===== src/rtl/vga_timing_gen.sv =====
// rtl/vga_timing_gen.sv - VGA raster timing generator; define VGA_TIMING_SHADOW_EN to latch timing at frame start
module vga_timing_gen #(
   parameter int BITS_PER_COLOR = 4,
   parameter int HW = 12,
   parameter int VW = 12
) (
   input  logic                        i_pixclk,
   input  logic                        i_reset,
   input  logic [HW-1:0]               i_hm_width,
   input  logic [HW-1:0]               i_hm_porch,
   input  logic [HW-1:0]               i_hm_synch,
   input  logic [HW-1:0]               i_hm_raw,
   input  logic [VW-1:0]               i_vm_height,
   input  logic [VW-1:0]               i_vm_porch,
   input  logic [VW-1:0]               i_vm_synch,
   input  logic [VW-1:0]               i_vm_raw,
   input  logic [3*BITS_PER_COLOR-1:0] i_pixel,
   output logic                        o_rd,
   output logic                        o_newline,
   output logic                        o_newframe,
   output logic                        o_vga_hsync,
   output logic                        o_vga_vsync,
   output logic [BITS_PER_COLOR-1:0]   o_vga_red,
   output logic [BITS_PER_COLOR-1:0]   o_vga_green,
   output logic [BITS_PER_COLOR-1:0]   o_vga_blue
);

   localparam int BPC = BITS_PER_COLOR;
   localparam logic [HW-1:0] H_ONE = HW'(1);
   localparam logic [VW-1:0] V_ONE = VW'(1);

   logic [HW-1:0] h_width, h_porch, h_synch, h_raw;
   logic [VW-1:0] v_height, v_porch, v_synch, v_raw;

`ifdef VGA_TIMING_SHADOW_EN
   logic          first_q, first_d;
   logic [HW-1:0] sh_h_width_q, sh_h_porch_q, sh_h_synch_q, sh_h_raw_q;
   logic [HW-1:0] sh_h_width_d, sh_h_porch_d, sh_h_synch_d, sh_h_raw_d;
   logic [VW-1:0] sh_v_height_q, sh_v_porch_q, sh_v_synch_q, sh_v_raw_q;
   logic [VW-1:0] sh_v_height_d, sh_v_porch_d, sh_v_synch_d, sh_v_raw_d;

   // The first cycle after reset runs on the live inputs since the shadows are not loaded yet.
   always_comb begin
      first_d       = 1'b0;
      sh_h_width_d  = sh_h_width_q;
      sh_h_porch_d  = sh_h_porch_q;
      sh_h_synch_d  = sh_h_synch_q;
      sh_h_raw_d    = sh_h_raw_q;
      sh_v_height_d = sh_v_height_q;
      sh_v_porch_d  = sh_v_porch_q;
      sh_v_synch_d  = sh_v_synch_q;
      sh_v_raw_d    = sh_v_raw_q;
      if (first_q || o_newframe) begin
         sh_h_width_d  = i_hm_width;
         sh_h_porch_d  = i_hm_porch;
         sh_h_synch_d  = i_hm_synch;
         sh_h_raw_d    = i_hm_raw;
         sh_v_height_d = i_vm_height;
         sh_v_porch_d  = i_vm_porch;
         sh_v_synch_d  = i_vm_synch;
         sh_v_raw_d    = i_vm_raw;
      end
      if (first_q) begin
         h_width  = i_hm_width;
         h_porch  = i_hm_porch;
         h_synch  = i_hm_synch;
         h_raw    = i_hm_raw;
         v_height = i_vm_height;
         v_porch  = i_vm_porch;
         v_synch  = i_vm_synch;
         v_raw    = i_vm_raw;
      end else begin
         h_width  = sh_h_width_q;
         h_porch  = sh_h_porch_q;
         h_synch  = sh_h_synch_q;
         h_raw    = sh_h_raw_q;
         v_height = sh_v_height_q;
         v_porch  = sh_v_porch_q;
         v_synch  = sh_v_synch_q;
         v_raw    = sh_v_raw_q;
      end
   end

   always_ff @(posedge i_pixclk or posedge i_reset) begin
      if (i_reset) begin
         first_q       <= 1'b1;
         sh_h_width_q  <= '0;
         sh_h_porch_q  <= '0;
         sh_h_synch_q  <= '0;
         sh_h_raw_q    <= '0;
         sh_v_height_q <= '0;
         sh_v_porch_q  <= '0;
         sh_v_synch_q  <= '0;
         sh_v_raw_q    <= '0;
      end else begin
         first_q       <= first_d;
         sh_h_width_q  <= sh_h_width_d;
         sh_h_porch_q  <= sh_h_porch_d;
         sh_h_synch_q  <= sh_h_synch_d;
         sh_h_raw_q    <= sh_h_raw_d;
         sh_v_height_q <= sh_v_height_d;
         sh_v_porch_q  <= sh_v_porch_d;
         sh_v_synch_q  <= sh_v_synch_d;
         sh_v_raw_q    <= sh_v_raw_d;
      end
   end
`else
   always_comb begin
      h_width  = i_hm_width;
      h_porch  = i_hm_porch;
      h_synch  = i_hm_synch;
      h_raw    = i_hm_raw;
      v_height = i_vm_height;
      v_porch  = i_vm_porch;
      v_synch  = i_vm_synch;
      v_raw    = i_vm_raw;
   end
`endif

   logic [HW-1:0]  hpos_q, hpos_d;
   logic [VW-1:0]  vpos_q, vpos_d;
   logic           de_d1_q, de_d1_d;
   logic           hs_d1_q, hs_d1_d, hs_d2_q, hs_d2_d;
   logic           vs_d1_q, vs_d1_d, vs_d2_q, vs_d2_d;
   logic [BPC-1:0] red_q, red_d, green_q, green_d, blue_q, blue_d;
   logic           h_end, v_end, hsync_raw, vsync_raw;

   // Greater-or-equal end tests let a counter stranded past a shrunken total wrap at once.
   always_comb begin
      h_end      = hpos_q >= (h_raw - H_ONE);
      v_end      = vpos_q >= (v_raw - V_ONE);
      o_rd       = (hpos_q < h_width) && (vpos_q < v_height);
      o_newline  = h_end;
      o_newframe = h_end && v_end;
      hsync_raw  = !((hpos_q >= h_porch) && (hpos_q < h_synch));
      vsync_raw  = !((vpos_q >= v_porch) && (vpos_q < v_synch));

      hpos_d = hpos_q + H_ONE;
      vpos_d = vpos_q;
      if (h_end) begin
         hpos_d = '0;
         vpos_d = v_end ? '0 : vpos_q + V_ONE;
      end

      de_d1_d = o_rd;
      hs_d1_d = hsync_raw;
      hs_d2_d = hs_d1_q;
      vs_d1_d = vsync_raw;
      vs_d2_d = vs_d1_q;
      red_d   = de_d1_q ? i_pixel[3*BPC-1 -: BPC] : '0;
      green_d = de_d1_q ? i_pixel[2*BPC-1 -: BPC] : '0;
      blue_d  = de_d1_q ? i_pixel[BPC-1:0] : '0;
   end

   always_ff @(posedge i_pixclk or posedge i_reset) begin
      if (i_reset) begin
         hpos_q  <= '0;
         vpos_q  <= '0;
         de_d1_q <= 1'b0;
         hs_d1_q <= 1'b1;
         hs_d2_q <= 1'b1;
         vs_d1_q <= 1'b1;
         vs_d2_q <= 1'b1;
         red_q   <= '0;
         green_q <= '0;
         blue_q  <= '0;
      end else begin
         hpos_q  <= hpos_d;
         vpos_q  <= vpos_d;
         de_d1_q <= de_d1_d;
         hs_d1_q <= hs_d1_d;
         hs_d2_q <= hs_d2_d;
         vs_d1_q <= vs_d1_d;
         vs_d2_q <= vs_d2_d;
         red_q   <= red_d;
         green_q <= green_d;
         blue_q  <= blue_d;
      end
   end

   assign o_vga_hsync = hs_d2_q;
   assign o_vga_vsync = vs_d2_q;
   assign o_vga_red   = red_q;
   assign o_vga_green = green_q;
   assign o_vga_blue  = blue_q;

endmodule


===== config.mk =====
export PLATFORM = sky130hd
export DESIGN_NAME = vga_timing_gen
export DESIGN_NICKNAME = d
export VERILOG_FILES = /design/src/rtl/vga_timing_gen.sv
export SDC_FILE = /design/constraint.sdc
export NUM_CORES = 1
export LEC_CHECK = 0
export BUFFER_PORTS_ARGS = -buffer_cell sky130_fd_sc_hd__buf_2
export CORE_MARGIN = 1.5
export CORE_UTILIZATION = 48
export DETAILED_ROUTE_END_ITERATION = 16
export GPL_ROUTABILITY_DRIVEN = 0
export PLACE_DENSITY = 0.89
export SETUP_SLACK_MARGIN = 0.3
export SLEW_MARGIN = 20
export SYNTH_ARGS = -nofsm -noshare
export SYNTH_HDL_FRONTEND = slang
export SYNTH_SLANG_ARGS = --single-unit

===== constraint.sdc =====
create_clock -name i_pixclk -period 2.32 [get_ports i_pixclk]
set_input_delay 0.116 -clock i_pixclk [delete_from_list [all_inputs] [get_ports i_pixclk]]
set_output_delay 0.116 -clock i_pixclk [all_outputs]
set_load 0.02 [all_outputs]

Yosys cells after proc, flatten, opt, wreduce, memory -nomap -nowiden

Index checks and enable logic that the tools add are counted.

Add/sub/neg operators: 4
Order comparisons: 8
Multiplexer cells: 5
Reduce and logical (&&, ||, !) cells: 6

Operators with widths:

| kind                                               | number |
|---|---|
| >= comparator 12 bit                               | 4 |
| less-than comparator 12 bit                        | 4 |
| adder 12 x 1 -> 12 bit, second input constant      | 2 |
| 2-to-1 mux 12 bit                                  | 2 |
| subtractor 12 x 1 -> 12 bit, second input constant | 2 |
| 2-to-1 mux 4 bit                                   | 3 |
| logical AND 1 bit                                  | 4 |
| logical NOT 1 bit                                  | 2 |

Bits in registers: 41
Output and inout bits: 17
Word-level logic and storage cells: 33

Logic depth before layout (Yosys ltp)

Gate-level depths: netlist of run 1.

Depth in word-level cells: 3
Mapped depth: 15

Worst setup path before layout of run 1

OpenSTA, ideal clock, no wires.

Path type: input -> register
Start: in i_vm_raw[9]
End: reg vpos_q[5]
Arrival time: 2.310 ns
Required time: 2.194 ns
Setup slack: -0.116 ns
Stages on the path: 11
Cell sequence: or4_1 > nor3_1 > xnor2_1 > ha_1 > nand4_1 > a211oi_1 > a211oi_2 > and2_1 > buf_6 > and3_1 > a221o_1

Longest elaborated chain between the ends: 3

Ends and longest elaborated chain:

| element                     | line | RTL |
|---|---|---|
| start: declaration          | 16   | `input logic [VW-1:0] i_vm_raw,` |
| subtractor 12 x 1 -> 12 bit | 131  | `v_end = vpos_q >= (v_raw - V_ONE);` |
| >= comparator 12 bit        | 131  |  |
| 2-to-1 mux 12 bit           | 142  | `vpos_d = v_end ? '0 : vpos_q + V_ONE;` |
| end signal: assignment      | 169  | `vpos_q <= vpos_d;` |
| end: declaration            | 121  | `logic [VW-1:0] vpos_q, vpos_d;` |

Every way passes these cells.
A chain may end at the register's enable or synchronous reset.

Final worst setup path of run 1

Start: in i_hm_raw[5]
End: reg vpos_q[10]

Longest elaborated chain between the ends: 2

Ends and longest elaborated chain:

| element                     | line | RTL |
|---|---|---|
| start: declaration          | 12   | `input logic [HW-1:0] i_hm_raw,` |
| subtractor 12 x 1 -> 12 bit | 130  | `h_end = hpos_q >= (h_raw - H_ONE);` |
| >= comparator 12 bit        | 130  |  |

Every way passes these cells.

==> results.cfg, run 1 <==
[worst_setup_path]
critPathKind = in2reg
crit_path_end_kind = flop
cp.buffers_inverters = 4
crit_chain = buf_8 > nor4_4 > nand2_2 > nor4_4 > xnor2_1 > ha_1 > buf_4 > nand4_1 > o21a_4 > buf_6 > buf_6 > a21o_1 > a22o_1
arrival_ns = 2.56
required_ns = 2.50
worst_path_max_delay_cell = ha_1
path_delay_family = simple AND/OR/NAND/NOR gates
max_stage_delay_ns = 0.33
worstPathMaxFanout = 6
rr_startpoint = vpos_q[0]
start_kind = input port
startpoint = i_hm_raw[5]

[drt]
drcViolationCount = 0
detail-route-antenna-nets = 0
viasPerCell = 5.65
first_pass_iters = 6
vias = 4529
totalWireLength_um = 13900
wl_per_cell_um = 17.3
drtIter0Drc = 320

[placement]
io_buffer_count = 126
placed_area_sq_mm = 0.00526
dp_hpwl_um = 9130

[grt]
grt_pass1_wl_um = 20300
antenna_found_initial = 0
grt_pass1_vias = 4582
overflow = 0
grtUsageTotal = 0.262
grt_max_degree = 42

[timing]
finalSetupViolCount = 3
finalCritPeriodShare = 1.02
fmax_mhz = 421
rsz0062_at_grt = true
slew_violations = 0
fin_skew_ns = 0.00852
worst_slack_ns = -0.0536
worst_pin_slew_ns = 0.516
min_period_ns = 2.37
slew_headroom = 0.656
hold_viol_final = 0

[synth]
yosys_warnings = 0
ys_ff_latch = 41
ys_seq_area_frac = 0.245
syn_area_sq_mm = 0.00421
syn_nets = 699
yosysTopAreaCellShare = 0.285
synthTopCellsByArea = ha_1, dfrtp_1, inv_1, nor2_1, xnor2_1
yosysUniqueCellTypes = 45
syn_inst = 493
synth_top_area_cell = ha_1
avgSynthCellArea_sq_um = 8.54

[cells_and_area]
final_area_sq_mm = 0.00611
nNetsFinal = 901
syn2layout_area_growth_pct = 45.1
drive_above_1_share = 0.414
antennaDiodeCount = 0
nFillCells = 528

[clocking]
clock_latency_ns = 0.29
cts_made_buffers = 5
path_clk_slew_ns = 0.08
cts.htree.levels = 2
clock_sinks = 41
clockBufferDepth = 2
root_buffer = clkbuf_8
cts_tree = yes

[min_path]
min-delay-start = i_pixel[11]
worstHoldPathType = in2reg

[run]
cap_violations = 0

[floorplanning]
die-area_sq_mm = 0.00935
dieWidth_um = 96.7
io_pins = 127
start_util = 0.505
rows = 33
coreArea_sq_mm = 0.00834
die_h_um = 96.7

[power_and_ir_drop]
leakage_nw = 3.28
p_per_area_mw_per_mm2 = 626
finalPower_w = 0.00382
ir_worst_vdd_v = 0.000314

[status]
status = finished with violations
failed_checks = setup timing
==> registers in the layout (all words and copies together) (netlist names) <==
name	cells
vpos_q	12
o_vga_hsync	1
de_d1_q	1
hs_d1_q	1
o_vga_green	4
o_vga_blue	4
vs_d1_q	1
hpos_q	12
o_vga_vsync	1
o_vga_red	4
==> logic make-up after synthesis <==
group / count (synthesis) / synth area share
adders and majority gates: 96 / 0.285
buffers and inverters: 82 / 0.0784
DFF: 41 / 0.245
xor gates and xnor gates: 30 / 0.0624
AOI/OAI and AO/OA: 89 / 0.139
and+or+nand+nor: 155 / 0.190
==> metal layers <==
| layer | GRT usage | vias up | part of all wire |
|---|---|---|---|
| met3 | 0.0426 | 66 | 0.073 |
| met2 | 0.491 | 269 | 0.51 |
| met5 | 0 | - | 0 |
| li1 | - | 2121 | - |
| met4 | 0.0936 | 0 | 0.051 |
| met1 | 0.295 | 2073 | 0.37 |
==> placed cells by master, fill, tap and decap left out, types with 12 or more instances in the layout <==
cell type and n:
a21o_1 12, a21oi_1 16, and2_1 14, buf_2 119
buf_4 60, buf_6 15, dfrtp_1 27, ha_1 86
inv_1 75, nand2_1 19, nand4_1 16, nor2_1 30
xnor2_1 17, xor2_1 13
==> cell usage after synthesis (all sizes together) <==
library cell	n
and3	8
nand3	13
nor3	8
a2111oi	2
nor2	43
a22o	7
a221oi	1
a2111o	1
a22oi	1
o32ai	1
nand2b	4
a21o	12
a211oi	7
o21a	1
dfstp	4
nor2b	10
nand3b	2
xnor2	17
or3	2
o211ai	2
a31oi	1
clkbuf	2
nand2	25
a221o	2
o31ai	1
inv	77
a21oi	23
buf	3
a31o	1
a21boi	3
and2	15
o21ai	23
or4	2
dfrtp	37
ha	96
xor2	13
nor4	7
nand4	16
==> final timing paths <==
| path | endpoint | slack, ns | depth (start not counted) |
|---|---|---|---|
| max | vpos_q[10] | -0.05 | 13 |
| min | o_vga_red[3] | 0.04 | 2 |
| max reg2reg | vpos_q[9] | -0.01 | 10 |
| min reg2reg | o_vga_hsync | 0.36 | 0 |
| max in group asynchronous | hpos_q[8] | 1.42 | 4 |
| min in group asynchronous | vpos_q[5] | 0.51 | 4 |
==> per-stage QoR <==
| stage | setup TNS, ns | std cells | setup slack [ns] | hold WS, ns | util |
|---|---|---|---|---|---|
| floorplan | -0.00698 | 493 | -0.00349 | 0.250 | - |
| detailed placement | -7.85 | 756 | -0.353 | 0.265 | 0.630 |
| global route | -0.970 | 801 | -0.144 | 0.0331 | 0.733 |
| CTS | 0 | 777 | 0.0408 | 0.0300 | 0.674 |
| finish | -0.0738 | 801 | -0.0536 | 0.0386 | 0.733 |
| global placement | -3.85 | 756 | -0.192 | 0.255 | 0.630 |
==> worst register-to-register path, cell delays in order (launching register included) <==
cell and delay (ns):
dfrtp_1 0.42, inv_2 0.10, ha_4 0.19, nand2b_4 0.13
a2111o_1 0.38, a211oi_2 0.30, and2_4 0.22, buf_6 0.12
buf_6 0.10, nand2_4 0.05, o31ai_2 0.23
==> power breakdown <==
| part | internal [W] | total (W) | leakage (nW) | switching (W) |
|---|---|---|---|---|
| Sequential | 0.000867 | 0.00102 | 0.499 | 0.000157 |
| Clock | 0.000351 | 0.000595 | 0.0585 | 0.000244 |
| Combinational | 0.00108 | 0.00220 | 2.72 | 0.00113 |
==> area by class of cell <==
class | instances | area [sq um] | share of cell area
clock buffer | 7 | 86.3 | 0.0141
timing repair buffer | 199 | 1280 | 0.210
multi-input combinational | 371 | 3240 | 0.531
clock inverter | 1 | 30.0 | 0.00491
sequential | 41 | 1040 | 0.171
inverter | 77 | 292 | 0.0477
tap | 105 | 131 | 0.0215
==> timing repair <==
action | in CTS | in global routing
setup endpoints to repair | 28 | 28
buffers inserted | 9 | 24
cloned | 3 | 0
hold endpoints to repair | 37 | 0
gates resized for setup | 45 | 72
hold buffers | 1 | 0
pin swaps | 20 | 31
No activity file was read; power rests on OpenSTA's default activity.
==> inputs of run 2 (changes only) <==
--- a/config.mk
+++ b/config.mk
@@ -8,6 +8,7 @@
 export BUFFER_PORTS_ARGS = -buffer_cell sky130_fd_sc_hd__buf_2
 export CORE_MARGIN = 1.5
 export CORE_UTILIZATION = 48
+export CTS_BUF_LIST = sky130_fd_sc_hd__clkbuf_16
 export DETAILED_ROUTE_END_ITERATION = 16
 export GPL_ROUTABILITY_DRIVEN = 0
 export PLACE_DENSITY = 0.89
==> results.cfg, run 2 (synthesis gave the netlist of run 1 again) <==
[drt]
viasPerCell = 5.76
drcViolationCount = 0
wl_per_cell_um = 18.1
totalWireLength_um = 14400
detail-route-antenna-nets = 0
first_pass_iters = 8
drtIter0Drc = 242
vias = 4592

[min_path]
worstHoldPathType = in2reg
min-delay-start = i_pixel[11]
hold_depth = 2
hold_end = o_vga_red[3]

[clocking]
clockBufferDepth = 2
path_clk_slew_ns = 0.06
root_buffer = clkbuf_16
cts_made_buffers = 5
cts.htree.levels = 2
cts_tree = yes
clock_sinks = 41
clock_latency_ns = 0.29

[worst_setup_path]
reg2reg_slack_ns = 0.03
crit_chain = buf_8 > nor4_4 > nand2_2 > nor2_2 > xnor2_1 > ha_1 > nand4_1 > nor2_1 > a21oi_1 > o21a_2 > inv_4 > buf_6 > buf_6 > o21ai_1 > a22o_1
start_kind = input port
worst_path_max_delay_cell = nor4_4
worstPathMaxFanout = 4
cpMostUsedCell = buf_6
r2r-end = vpos_q[6]
max_stage_delay_ns = 0.39
startpoint = i_hm_raw[5]
required_ns = 2.50
rr_startpoint = vpos_q[0]
arrival_ns = 2.65
crit_path_end_kind = flop
r2r_cells = 10
critPathKind = in2reg

[grt]
grt_max_degree = 42
grtUsageTotal = 0.280
grt_pass1_vias = 4782
busiest_layer = met2
overflow = 0
grt_pass1_wl_um = 21500
gr-usage-met2 = 0.519
antenna_found_initial = 0
use_met3 = 0.0564
met1_usage = 0.304

[power_and_ir_drop]
seq_power_share = 0.259
power_frac_comb = 0.546
swShare = 0.392
intPower_w = 0.00241
leakage_nw = 3.29
ir_worst_vdd_v = 0.000348
p_per_area_mw_per_mm2 = 644
finalPower_w = 0.00396
clkPwrFrac = 0.195
p_sw_w = 0.00155

[floorplanning]
die_h_um = 96.7
rows = 33
start_util = 0.505
dieWidth_um = 96.7
io_pins = 127
coreArea_sq_mm = 0.00834
die-area_sq_mm = 0.00935

[placement]
dp.cells = 756
io_buffer_count = 126
dp_hpwl_um = 9130
placed_area_sq_mm = 0.00526
detailedPlace.worstSlack_ns = -0.353

[cells_and_area]
nNetsFinal = 897
drive_above_1_share = 0.405
final_common_cell = buf_2
final_area_sq_mm = 0.00614
largest_registers = hpos_q x12, vpos_q x12
final_cells = 797
antennaDiodeCount = 0
syn2layout_area_growth_pct = 45.9
final_cell_mix = buf_2, ha_1, inv_1

[timing]
slew_headroom = 0.663
finalCritPeriodShare = 1.07
worst_slack_ns = -0.160
worst_pin_slew_ns = 0.506
rsz0062_at_grt = true
fmax_mhz = 403
fin_skew_ns = 0.00777
slew_violations = 0
hold_slack_ns = 0.0438
min_period_ns = 2.48
finalSetupViolCount = 17
hold_viol_final = 0

[status]
failed_checks = setup timing
status = finished with violations

[run]
cap_violations = 0
[run 2: cell types whose count changed in the layout (fill, tap and decap cells not counted), sizes merged]
cell | before | now
buf | 198 | 194
clkbuf | 7 | 5
clkinv | 0 | 1
inv | 77 | 78
[run 2: worst max-delay path by stage]
stage | to | slack [ns] | cells past startpoint
final | vpos_q[6] | -0.16 | 15
after global placement | vpos_q[5] | -0.19 | 11
after CTS | o_newframe | 0.02 | 12
after global routing | vpos_q[6] | -0.30 | 15
after detailed placement | vpos_q[5] | -0.35 | 12
after floorplan | vpos_q[5] | -0.003 | 11
[run 2: per-stage QoR]
| stage | utilization | setup TNS [ns] |
|---|---|---|
| floorplan | - | -0.00698 |
| finish | 0.737 | -1.32 |
| detailed placement | 0.630 | -7.85 |
| CTS | 0.706 | 0 |
| global route | 0.737 | -4.23 |
| global placement | 0.630 | -3.85 |
[run 2: what timing repair did]
action                                  CTS  global route
endpoints found under the hold margin    37             0
resized for setup                        70            53
pin swaps                                32            24
gates cloned                              3             0
hold buffers                              1             0
endpoints found under the setup margin   28            29
buffers inserted                         23             6
[run 2: worst max-delay path: cells and delay by family]
kind	cells	cell delay (ns)
AOI/OAI and AO/OA	4	0.70
xor gates and xnor gates	1	0.11
adders and majority gates	1	0.33
buffers and inverters	4	0.42
and+or+nand+nor	5	0.99
[run 2: power by group through the flow]
stage               registers (W)  clock network, W  logic [W]
floorplan                 0.00108                 0   0.000946
global placement          0.00103                 0    0.00151
detailed placement        0.00104                 0    0.00162
CTS                       0.00102          0.000768    0.00192
global route              0.00104          0.000817    0.00236
finish                    0.00103          0.000772    0.00216
[run 2: final cells by class]
| type | instances | area (sq um) |
|---|---|---|
| inverter | 77 | 292 |
| timing repair buffer | 195 | 1290 |
| clock inverter | 3 | 37.5 |
| tap | 105 | 131 |
| sequential | 41 | 1040 |
| multi-input combinational | 371 | 3230 |
| clock buffer | 5 | 125 |
| fill | 519 | 2200 |
[run 2: per-layer routing]
layer,wire length [um],up-vias
li1,-,2113
met1,5130,2096
met2,7110,302
met3,1190,81
met4,962,0
met5,0,-
